## src/rtl/mw_add_defs.sv

```systemverilog
// Shared definitions for the multi-word add/sub sequencer.
// Provides the word width and the FSM state encodings.
package mw_add_defs;

  localparam int WORD_W = 32;

  typedef enum logic [1:0] {
    ST_IDLE = 2'd0,
    ST_RUN  = 2'd1,
    ST_DONE = 2'd2
  } state_t;

endpackage

```

## src/rtl/mw_add_seq_rca.sv

```systemverilog
// RCA_32bit: 32-bit ripple-carry word adder.
// Ports: a, b, cin in; sum, cout out.
module RCA_32bit (
  output logic [31:0] sum,
  output logic        cout,
  input  logic [31:0] a,
  input  logic [31:0] b,
  input  logic        cin
);

  for (genvar i = 0; i < 32; i++) begin : g_fa
    logic ci;
    logic co;
    if (i == 0) begin : g_lsb
      assign ci = cin;
    end else begin : g_up
      assign ci = g_fa[i-1].co;
    end
    assign sum[i] = a[i] ^ b[i] ^ ci;
    assign co = (a[i] & b[i])
              | (ci & (a[i] ^ b[i]));
  end

  assign cout = g_fa[31].co;

endmodule

```

## src/rtl/mw_add_seq.sv

```systemverilog
// mw_add_seq: wide add/sub, one 32-bit word per cycle, LSW first.
// Ports: clk, rst_n, start/op_a/op_b/cin/sub in; busy, done, sum, cout, ovf out.
module mw_add_seq
  import mw_add_defs::*;
#(
  parameter int NUM_WORDS = 2,
  localparam int W = WORD_W * NUM_WORDS
) (
  input  logic         clk,
  input  logic         rst_n,
  input  logic         start,
  input  logic [W-1:0] op_a,
  input  logic [W-1:0] op_b,
  input  logic         cin,
  input  logic         sub,
  output logic         busy,
  output logic         done,
  output logic [W-1:0] sum,
  output logic         cout,
  output logic         ovf
);

  localparam int IW =
    (NUM_WORDS > 1) ? $clog2(NUM_WORDS) : 1;
  localparam logic [IW-1:0] LAST =
    IW'(NUM_WORDS - 1);

  typedef logic [NUM_WORDS-1:0][WORD_W-1:0] wvec_t;

  state_t state_q;
  state_t state_d;

  wvec_t a_q;
  wvec_t b_q;
  wvec_t acc_q;
  wvec_t acc_d;

  logic [IW-1:0] idx_q;
  logic          carry_q;
  logic [W-1:0]  sum_q;
  logic          cout_q;
  logic          ovf_q;

  logic accept;
  logic step;
  logic last;

  logic [WORD_W-1:0] wa;
  logic [WORD_W-1:0] wb;
  logic [WORD_W-1:0] ws;
  logic              wc;
  logic              c_msb;

  assign wa   = a_q[idx_q];
  assign wb   = b_q[idx_q];
  assign last = (idx_q == LAST);

  RCA_32bit u_rca (
    .sum  (ws),
    .cout (wc),
    .a    (wa),
    .b    (wb),
    .cin  (carry_q)
  );

  // Carry into the MSB recovered from the sum bit,
  // since the word adder only exposes its carry-out.
  assign c_msb = wa[WORD_W-1]
               ^ wb[WORD_W-1]
               ^ ws[WORD_W-1];

  always_comb begin
    acc_d        = acc_q;
    acc_d[idx_q] = ws;
  end

  always_comb begin
    state_d = state_q;
    accept  = 1'b0;
    step    = 1'b0;
    unique case (1'b1)
      (state_q == ST_IDLE): begin
        if (start) begin
          accept  = 1'b1;
          state_d = ST_RUN;
        end
      end
      (state_q == ST_RUN): begin
        step = 1'b1;
        if (last) begin
          state_d = ST_DONE;
        end
      end
      (state_q == ST_DONE): begin
        state_d = ST_IDLE;
      end
      default: begin
        state_d = ST_IDLE;
      end
    endcase
  end

  always_ff @(posedge clk) begin
    if (!rst_n) begin
      state_q <= ST_IDLE;
    end else begin
      state_q <= state_d;
    end
  end

  always_ff @(posedge clk) begin
    if (!rst_n) begin
      a_q     <= '0;
      b_q     <= '0;
      acc_q   <= '0;
      idx_q   <= '0;
      carry_q <= 1'b0;
      sum_q   <= '0;
      cout_q  <= 1'b0;
      ovf_q   <= 1'b0;
    end else begin
      if (accept) begin
        a_q     <= op_a;
        // Subtract as A + ~B + 1.
        b_q     <= sub ? ~op_b : op_b;
        carry_q <= sub ? 1'b1 : cin;
        idx_q   <= '0;
      end
      if (step) begin
        acc_q   <= acc_d;
        carry_q <= wc;
        idx_q   <= last ? '0 : idx_q + IW'(1);
        if (last) begin
          sum_q  <= acc_d;
          cout_q <= wc;
          ovf_q  <= wc ^ c_msb;
        end
      end
    end
  end

  assign busy = (state_q != ST_IDLE);
  assign done = (state_q == ST_DONE);
  assign sum  = sum_q;
  assign cout = cout_q;
  assign ovf  = ovf_q;

endmodule

```

## config.mk

```make
export PLATFORM = sky130hd
export DESIGN_NAME = mw_add_seq
export DESIGN_NICKNAME = d
export VERILOG_FILES = /design/src/rtl/mw_add_defs.sv /design/src/rtl/mw_add_seq_rca.sv /design/src/rtl/mw_add_seq.sv
export SDC_FILE = /design/constraint.sdc
export NUM_CORES = 1
export LEC_CHECK = 0
export CAP_MARGIN = 15
export CELL_PAD_IN_SITES_DETAIL_PLACEMENT = 1
export CELL_PAD_IN_SITES_GLOBAL_PLACEMENT = 2
export CORE_UTILIZATION = 35
export CTS_CLUSTER_SIZE = 25
export DETAILED_ROUTE_END_ITERATION = 8
export PLACE_DENSITY = 0.91
export SYNTH_ARGS = -nofsm -noshare
export SYNTH_HDL_FRONTEND = slang
export SYNTH_SLANG_ARGS = --single-unit
```

## constraint.sdc

```tcl
create_clock -name clk -period 42.6 [get_ports clk]
set_input_delay 12.78 -clock clk [delete_from_list [all_inputs] [get_ports clk]]
set_output_delay 12.78 -clock clk [all_outputs]
set_load 0.05 [all_outputs]
```

== Word-level counts from Yosys, hierarchy flattened ==
Index checks and enable logic that the tools add are counted.
W data, S select, Z words.
Operators by class
  bitwise gates (word level): 163
  divide/modulo/power cells: 0
  $lt $le $gt $ge: 2
  multiplexer cells: 20
  reduce and logical (&&, ||, !) cells: 6
  add/sub/neg operators: 1
  $mul: 0
  equal/unequal tests: 4
  shift-type cells: 0
Operator list (number)
  $mux W32: 5
  $xor A1 B1 Y1: 66
  $and A1 B1 Y1: 64
  $bwmux W64: 1
  $mux W64: 1
  $not A64 Y64: 1
  $demux W32 S1: 1
  $or A1 B1 Y1: 32
  $mux W1: 9
  $mux W2: 2
  $ne A2 B2 Y1 const B: 2
  $pmux W2 S2: 1
  $reduce_and A2 Y1: 2
  $reduce_bool A2 Y1: 2
  $eq A2 B1 Y1 const B: 1
  $eq A2 B2 Y1 const B: 1
  $logic_not A2 Y1: 1
  $lt A1 B2 Y1 const B: 1
  $add A1 B1 Y1 const B: 1
  $ge A1 B1 Y1 const B: 1
  $logic_and A1 B1 Y1: 1
Word-level totals
  memories: 0
  output and inout port bits: 68
  flip-flop bits (word level): 262
  memory bits (writable): 0
  bits in read-only memories: 0
  bits in latches: 0

== Longest topological paths before layout ==
Gate-level depths: netlist (run 1).
  depth in word-level cells: 68
  gate-level depth with buffers: 42
  depth with buffers taken out: 39

== Cells and area by module ==
From an unflattened synthesis (run 1), not the netlist that was laid out.
Second synthesis, totals
  cells, all modules: 989
  area total of the unflattened synthesis: 10083.4 um2
Modules (own cells, without submodules)
  mw_add_seq: times used 1, area an instance 9405.3 um2, sequential area each 4604.4 um2, cells each 947
  RCA_32bit: times used 1, area an instance 678.2 um2, sequential area each 0.0 um2, cells each 42

== Worst setup path before layout (run 1) ==
No wires, ideal clock.
  kind: register -> register
  start: register idx_q
  end: register ovf_q (netlist: ovf)
  data arrival time: 15.992 ns
  cell stages (with the launch flop): 43
  clock period less this slack: 16.108 ns
  slack: 26.492 ns
  cell sequence: dfxtp_1 clkbuf_1 buf_2 buf_2 mux2_2 fa_1 fa_1 fa_1 fa_1 fa_1 fa_1 fa_1 fa_1 fa_1 fa_1 fa_1 fa_1 fa_1 [7 not listed] fa_1 fa_1 fa_1 fa_1 fa_1 fa_1 fa_1 fa_1 fa_1 inv_1 fa_1 inv_1 fa_1 inv_1 fa_1 xnor2_1 xnor2_1 a22o_1
On the way
  word-level cells in the longest chain between the ends: 68
  elaborated cells on any way between the ends: 136
  those cells by class: mux (4); bitwise (131); reduce/logical (1)
Ends and longest elaborated chain
  from (decl): RTL line mw_add_seq.sv:38  | logic [IW-1:0] idx_q;
  from (signal assigned): RTL line mw_add_seq.sv:132  | idx_q <= last ? '0 : idx_q + IW'(1);
  $mux W32 (on tied branches) (2 in series): RTL line mw_add_seq.sv:54, mw_add_seq.sv:55
  $xor A1 B1 Y1: RTL line mw_add_seq_rca.sv:21  | | (ci & (a[i] ^ b[i]));
  $and A1 B1 Y1: RTL line mw_add_seq_rca.sv:21
  $or A1 B1 Y1: RTL line mw_add_seq_rca.sv:21
  $and A1 B1 Y1: RTL line mw_add_seq_rca.sv:21
  $or A1 B1 Y1: RTL line mw_add_seq_rca.sv:21
  $and A1 B1 Y1: RTL line mw_add_seq_rca.sv:21
  $or A1 B1 Y1: RTL line mw_add_seq_rca.sv:21
  [51 not listed]
  $or A1 B1 Y1: RTL line mw_add_seq_rca.sv:21
  $and A1 B1 Y1: RTL line mw_add_seq_rca.sv:21
  $or A1 B1 Y1: RTL line mw_add_seq_rca.sv:21
  $and A1 B1 Y1: RTL line mw_add_seq_rca.sv:21
  $or A1 B1 Y1: RTL line mw_add_seq_rca.sv:21
  $and A1 B1 Y1 / $xor A1 B1 Y1 (equally long branches): RTL line mw_add_seq_rca.sv:21, mw_add_seq_rca.sv:19
  $or A1 B1 Y1 / $xor A1 B1 Y1 (equally long branches): RTL line mw_add_seq_rca.sv:21, mw_add_seq.sv:70
  $xor A1 B1 Y1: RTL line mw_add_seq.sv:136  | ovf_q <= wc ^ c_msb;
  to (signal assigned): RTL line mw_add_seq.sv:136
  to (decl): RTL line mw_add_seq.sv:42  | logic ovf_q;
Parallel ways exist; a longest one is shown, timed or not. The select of a mux whose other input is x is not followed.
A chain may end at the register's enable or synchronous reset.

== Final worst setup path (run 1) ==
Same ends and word-level chain as after synthesis.

==> flow_metrics.py, run 1 <==
metrics = {
    "layout": {
        "multi_input_area_mm2": 0.00501,
        "drive_above_1_share": 0.103,
        "nNetsFinal": 1298,
        "regArea_mm2": 0.00461,
        "syn_to_final_growth_pct": 29.2,
        "fillCellCount": 3102,
    },
    "detailed_routing": {
        "vias_per_cell": 4.84,
        "route.detailed.drc": 0,
        "ant_nets": 0,
        "via_count": 7391,
        "drtIter0Drc": 388,
        "post_drt_wl_per_cell_um": 17.5,
        "wl_mm": 26.7,
        "firstDrtPassIters": 4,
    },
    "floorplanning": {
        "start_util": 0.359,
        "coreArea_mm2": 0.0281,
        "die_x_um": 172,
        "fp.dieH_um": 172,
        "io_pins": 201,
        "rows": 61,
        "die_area_mm2": 0.0295,
    },
    "critical_path": {
        "crit_slowest_cell": "buf_4",
        "rrSetupSlack_ps": 26090,
        "critPathTopFamily": "adder cells",
        "arrival_ps": 16920,
        "crit_cells": 39,
        "path_class": "flop to flop",
        "reg2reg_from": "idx_q",
        "crit_top_cell": "fa_1",
        "cp.required_ps": 43020,
        "crit_buf_inv": 4,
        "worst-path-max-fanout": 49,
        "slowest_delay_ps": 610,
        "worstSetupEndpointType": "flop",
        "reg2reg_to": "ovf",
        "reg2reg_depth": 39,
        "startpoint_type": "flop",
    },
    "synthesis": {
        "synth_top_area_cell": "dfxtp_1",
        "synth_cell_types": 30,
        "ys.flop_type": "dfxtp_1",
        "syn-cell-area_mm2": 0.0101,
        "ys_warn_count": 0,
        "syn_area_per_cell_um2": 10.3,
        "synthCells": 983,
        "synth_edf_count": 0,
        "synth.most_common_cell": "nand2_1",
        "seq_area_frac_synth": 0.457,
        "ys_ff_latch": 230,
        "synth_top_area_share": 0.457,
        "ys_top_cells_by_count": "255 x nand2_1, 230 x dfxtp_1, 73 x a21boi_0",
        "synth.top_cells.by_area": "dfxtp_1 46%, nand2_1 9.5%, mux2_2 6.8%, o211a_1 6.6%, fa_1 6.4%",
        "syn_nets": 1149,
        "async_flop_share": 0,
    },
    "clock_tree": {
        "clk_latency_ps": 530,
        "clock_sinks": 230,
        "htreeDepth": 1,
        "clockBufferDepth": 3,
        "clk_pin_slew_ps": 60,
        "cts_hold_buf": 0,
        "root_buffer": "clkbuf_16",
        "cts_tree": "done",
        "cts_made_buffers": 26,
        "post-cts-setup-buffer-count": 0,
        "cts_resized": 0,
    },
    "sta": {
        "rsz0062_at_grt": "no",
        "fmax_mhz": 60.6,
        "fin_tns_setup_ps": 0,
        "hold_ws_ps": 451,
        "finalClockSkew_ps": 22.4,
        "period_share": 0.387,
        "slew_viol_final": 0,
        "tightestPinTransition_ps": 1100,
        "hold_viol_final": 0,
        "period_needed_ps": 16510,
        "setup_viol": 0,
        "slew_headroom": 0.269,
    },
    "pwr": {
        "power.static_leakage_nw": 5.46,
        "power.density_mw_per_mm2": 41.8,
        "peakVddDrop_mv": 0.0262,
    },
    "global_routing": {
        "grt_pass1_wl_mm": 41.4,
        "grt_max_degree": 194,
        "grtUsageTotal": 0.181,
        "gr-total-overflow": 0,
        "grt_pass1_vias": 7490,
        "antenna_found_initial": 2,
    },
    "worst_hold_path": {
        "hp-start": "a_q[8]",
        "whs_endpoint": "a_q[8]",
        "hold_path_depth": 2,
        "min_path_type": "flop to flop",
    },
    "place": {
        "dpl.hpwl_mm": 18.2,
        "gp_congestion": 0.746,
        "port_buffers": 200,
    },
    "status": {
        "status": "finished clean",
    },
    "job": {
        "cap_violations": 0,
    },
}
==> worst reg2reg max path, delay by kind of cell, from the launching register on <==
family,cells,cell delay (ps)
xor gates and xnor gates,2,290
buffers and inverters,4,840
muxes,1,490
DFF,1,530
AOI/OAI and AO/OA,1,170
adders and majority gates,31,14070
==> report_power, final <==
| group | leakage, nW | switching, mW | total (mW) | internal (mW) |
|---|---|---|---|---|
| sequential | 1.88 | 0.00770 | 0.236 | 0.229 |
| clock | 0.419 | 0.0871 | 0.222 | 0.134 |
| combinational | 3.16 | 0.0461 | 0.0873 | 0.0413 |
==> layout make-up <==
type,count,area share
Antenna cell,1,0.000192
Inverter,6,0.00173
Timing Repair Buffer,207,0.158
Tap cell,378,0.0363
Multi-Input combinational cell,661,0.385
Sequential cell,230,0.354
Clock inverter,6,0.00701
Clock buffer,39,0.0583
==> layout by cell type (no fill, tap or decap), types with 4 or more instances in the layout <==
cell / Yosys / routed
clkdlybuf4s50_1: 0 / 198
clkbuf_16: 0 / 26
fa_1: 32 / 32
xnor2_1: 66 / 66
a22o_1: 63 / 63
mux2i_1: 4 / 4
buf_4: 6 / 8
clkbuf_8: 0 / 6
a21boi_0: 73 / 73
dfxtp_1: 230 / 229
a21boi_1: 23 / 22
mux2_2: 61 / 61
inv_1: 5 / 5
clkbuf_1: 27 / 7
nand2_1: 255 / 255
o211a_1: 66 / 66
==> cells by family (layout without fill, tap and decap cells) <==
group | after synthesis | after routing | share of synthesized area
other | 0 | 1 | 0
muxes | 65 | 65 | 0.0721
AOI/OAI and AO/OA | 232 | 232 | 0.197
adders and majority gates | 33 | 33 | 0.0648
xor gates and xnor gates | 66 | 66 | 0.0573
buffers and inverters | 92 | 258 | 0.0486
DFF | 230 | 230 | 0.457
and+or+nand+nor | 265 | 265 | 0.103
==> layer usage <==
layer  global-route usage  vias up  wire, µm
met4               0.0285        2       339
met1                0.261     3575     13100
met5                    0        -        12
met2                0.286      150     11800
li1                     -     3639         -
met3               0.0299       25      1360
==> metrics by stage <==
step	utilization	setup WS, ps	instance area (µm²)	std cells	power, mW
after floorplan	-	26490	10100	983	0.294
after global placement	0.434	26110	12200	1482	0.327
after detailed placement	0.434	25990	12200	1482	0.329
after CTS	0.464	25960	13000	1527	0.552
after global routing	0.464	25490	13000	1527	0.570
final	0.464	26090	13000	1528	0.545
==> worst max path at each step <==
stage	startpoint	endpoint	slack, ps
6_report	idx_q	ovf	26090
3_3_place_gp	idx_q	ovf	26110
4_1_cts	idx_q	ovf	25960
2_1_floorplan	idx_q	ovf	26490
3_5_place_dp	idx_q	ovf	25990
5_1_grt	idx_q	ovf	25490
==> registers in the layout (all words and copies together), names as in the netlist, 2 cells and up <==
name,cells
acc_q,32
a_q,64
sum,64
b_q,64
state_q,2
Note: power is estimated with default switching activity, not from simulation.
==> inputs of run 2 (changes only) <==
Settings changed: CORE_UTILIZATION 35 to 32, PLACE_DENSITY 0.91 to 0.85.
Clock period 42.6 ns to 16.9 ns, I/O delays scaled along.
==> flow_metrics.py, run 2 (synthesis results as in run 1) <==
metrics = {
    "status": {
        "status": "complete, but fails checks",
        "violations": "DRC",
    },
    "detailed_routing": {
        "post_drt_wl_per_cell_um": 17.6,
        "route.detailed.drc": 16,
        "drtIter0Drc": 337,
        "firstDrtPassIters": 9,
        "wl_mm": 27.2,
        "vias_per_cell": 4.76,
        "ant_nets": 0,
        "via_count": 7375,
    },
    "sta": {
        "rsz0062_at_grt": "no",
        "slew_headroom": 0.263,
        "period_needed_ps": 16100,
        "fmax_mhz": 62.1,
        "setup_slack_ps": 797,
        "fin_tns_setup_ps": 0,
        "period_share": 0.953,
        "hold_ws_ps": 452,
        "hold_viol_final": 0,
        "tightestPinTransition_ps": 1110,
        "setup_viol": 0,
        "slew_viol_final": 0,
        "finalClockSkew_ps": 21.6,
    },
    "clock_tree": {
        "htreeDepth": 1,
        "cts_resized": 0,
        "cts_tree": "done",
        "cts_made_buffers": 26,
        "cts_hold_buf": 0,
        "clk_latency_ps": 530,
        "post-cts-setup-buffer-count": 0,
        "root_buffer": "clkbuf_16",
        "clock_sinks": 230,
        "clockBufferDepth": 3,
        "clk_pin_slew_ps": 60,
    },
    "layout": {
        "final_cells": 1548,
        "final_cell_mix": "255 x nand2_1, 229 x dfxtp_1, 198 x clkdlybuf4s50_1",
        "multi_input_area_mm2": 0.00501,
        "nNetsFinal": 1301,
        "fillCellCount": 3416,
        "drive_above_1_share": 0.106,
        "regArea_mm2": 0.00461,
        "insertedDiodeCount": 0,
        "syn_to_final_growth_pct": 29.8,
        "fin_util": 0.424,
        "mostFrequentLayoutCell": "nand2_1",
        "design_area_mm2": 0.0131,
    },
    "worst_hold_path": {
        "hold_path_depth": 2,
        "hp-start": "acc_q[17]",
        "min_path_type": "flop to flop",
        "whs_endpoint": "acc_q[17]",
    },
    "floorplanning": {
        "die_x_um": 180,
        "io_pins": 201,
        "die_area_mm2": 0.0322,
        "fp.dieH_um": 180,
        "start_util": 0.327,
        "coreArea_mm2": 0.0308,
        "rows": 64,
    },
    "place": {
        "dpl.hpwl_mm": 18.8,
        "gp_congestion": 0.788,
        "place_area_mm2": 0.0122,
        "dp_cells": 1502,
        "place_ws_ps": 617,
        "port_buffers": 200,
    },
    "pwr": {
        "power.density_mw_per_mm2": 106,
        "power.static_leakage_nw": 5.48,
        "peakVddDrop_mv": 0.0727,
        "finalPower_mw": 1.39,
    },
    "global_routing": {
        "grt_pass1_wl_mm": 43.2,
        "grt_max_degree": 115,
        "antenna_found_initial": 1,
        "grt_pass1_vias": 7571,
        "grtUsageTotal": 0.169,
        "gr-total-overflow": 0,
    },
    "critical_path": {
        "path_class": "flop to flop",
        "reg2reg_to": "ovf",
        "cp.required_ps": 17320,
        "worstSetupEndpointType": "flop",
        "reg2reg_from": "idx_q",
        "startpoint_type": "flop",
        "arrival_ps": 16530,
        "reg2reg_depth": 39,
        "rrSetupSlack_ps": 800,
        "crit_slowest_cell": "buf_4",
        "crit_top_cell": "fa_1",
        "slowest_delay_ps": 500,
        "worst-path-max-fanout": 43,
    },
    "job": {
        "cap_violations": 0,
    },
}
run 2: changes by cell type in the layout (fill, tap and decap cells not counted), sizes merged:
cell,previous run,this run
clkinv,4,5
buf,9,12
clkbuf,39,37
diode,1,0
clkinvlp,0,1
run 2: critical path: cells and delay by family, from the launching register on:
family	cells	cell delay, ps
muxes	1	420
AOI/OAI and AO/OA	1	170
DFF	1	370
xor gates and xnor gates	2	290
adders and majority gates	31	14000
buffers and inverters	4	740
run 2: layout make-up:
type / count / share of cell area
Inverter: 6 / 0.00172
Sequential cell: 230 / 0.352
Clock buffer: 37 / 0.0584
Tap cell: 396 / 0.0379
Timing Repair Buffer: 210 / 0.159
Multi-Input combinational cell: 661 / 0.383
Clock inverter: 8 / 0.00736
run 2: where the power goes:
part / switching [mW] / total [mW] / leakage (nW) / internal, mW
combinational: 0.120 / 0.224 / 3.17 / 0.104
sequential: 0.0174 / 0.594 / 1.88 / 0.576
clock: 0.225 / 0.568 / 0.422 / 0.344
total: 0.361 / 1.39 / 5.48 / 1.02
run 2: per-layer routing:
metal  vias up  part of all wire  track usage
met4         2             0.017       0.0338
met3        33             0.036       0.0259
met5         -           0.00048            0
li1       3642                 -            -
met2       151              0.42        0.254
met1      3547              0.52        0.253
run 2: worst max path at each step:
stage / end / cells after the start / slack [ps] / startpoint
detailed placement: ovf / 39 / 620 / idx_q
CTS: ovf / 39 / 590 / idx_q
global route: ovf / 39 / 140 / idx_q
global placement: ovf / 39 / 720 / idx_q
finish: ovf / 39 / 800 / idx_q
floorplan: ovf / 42 / 790 / idx_q
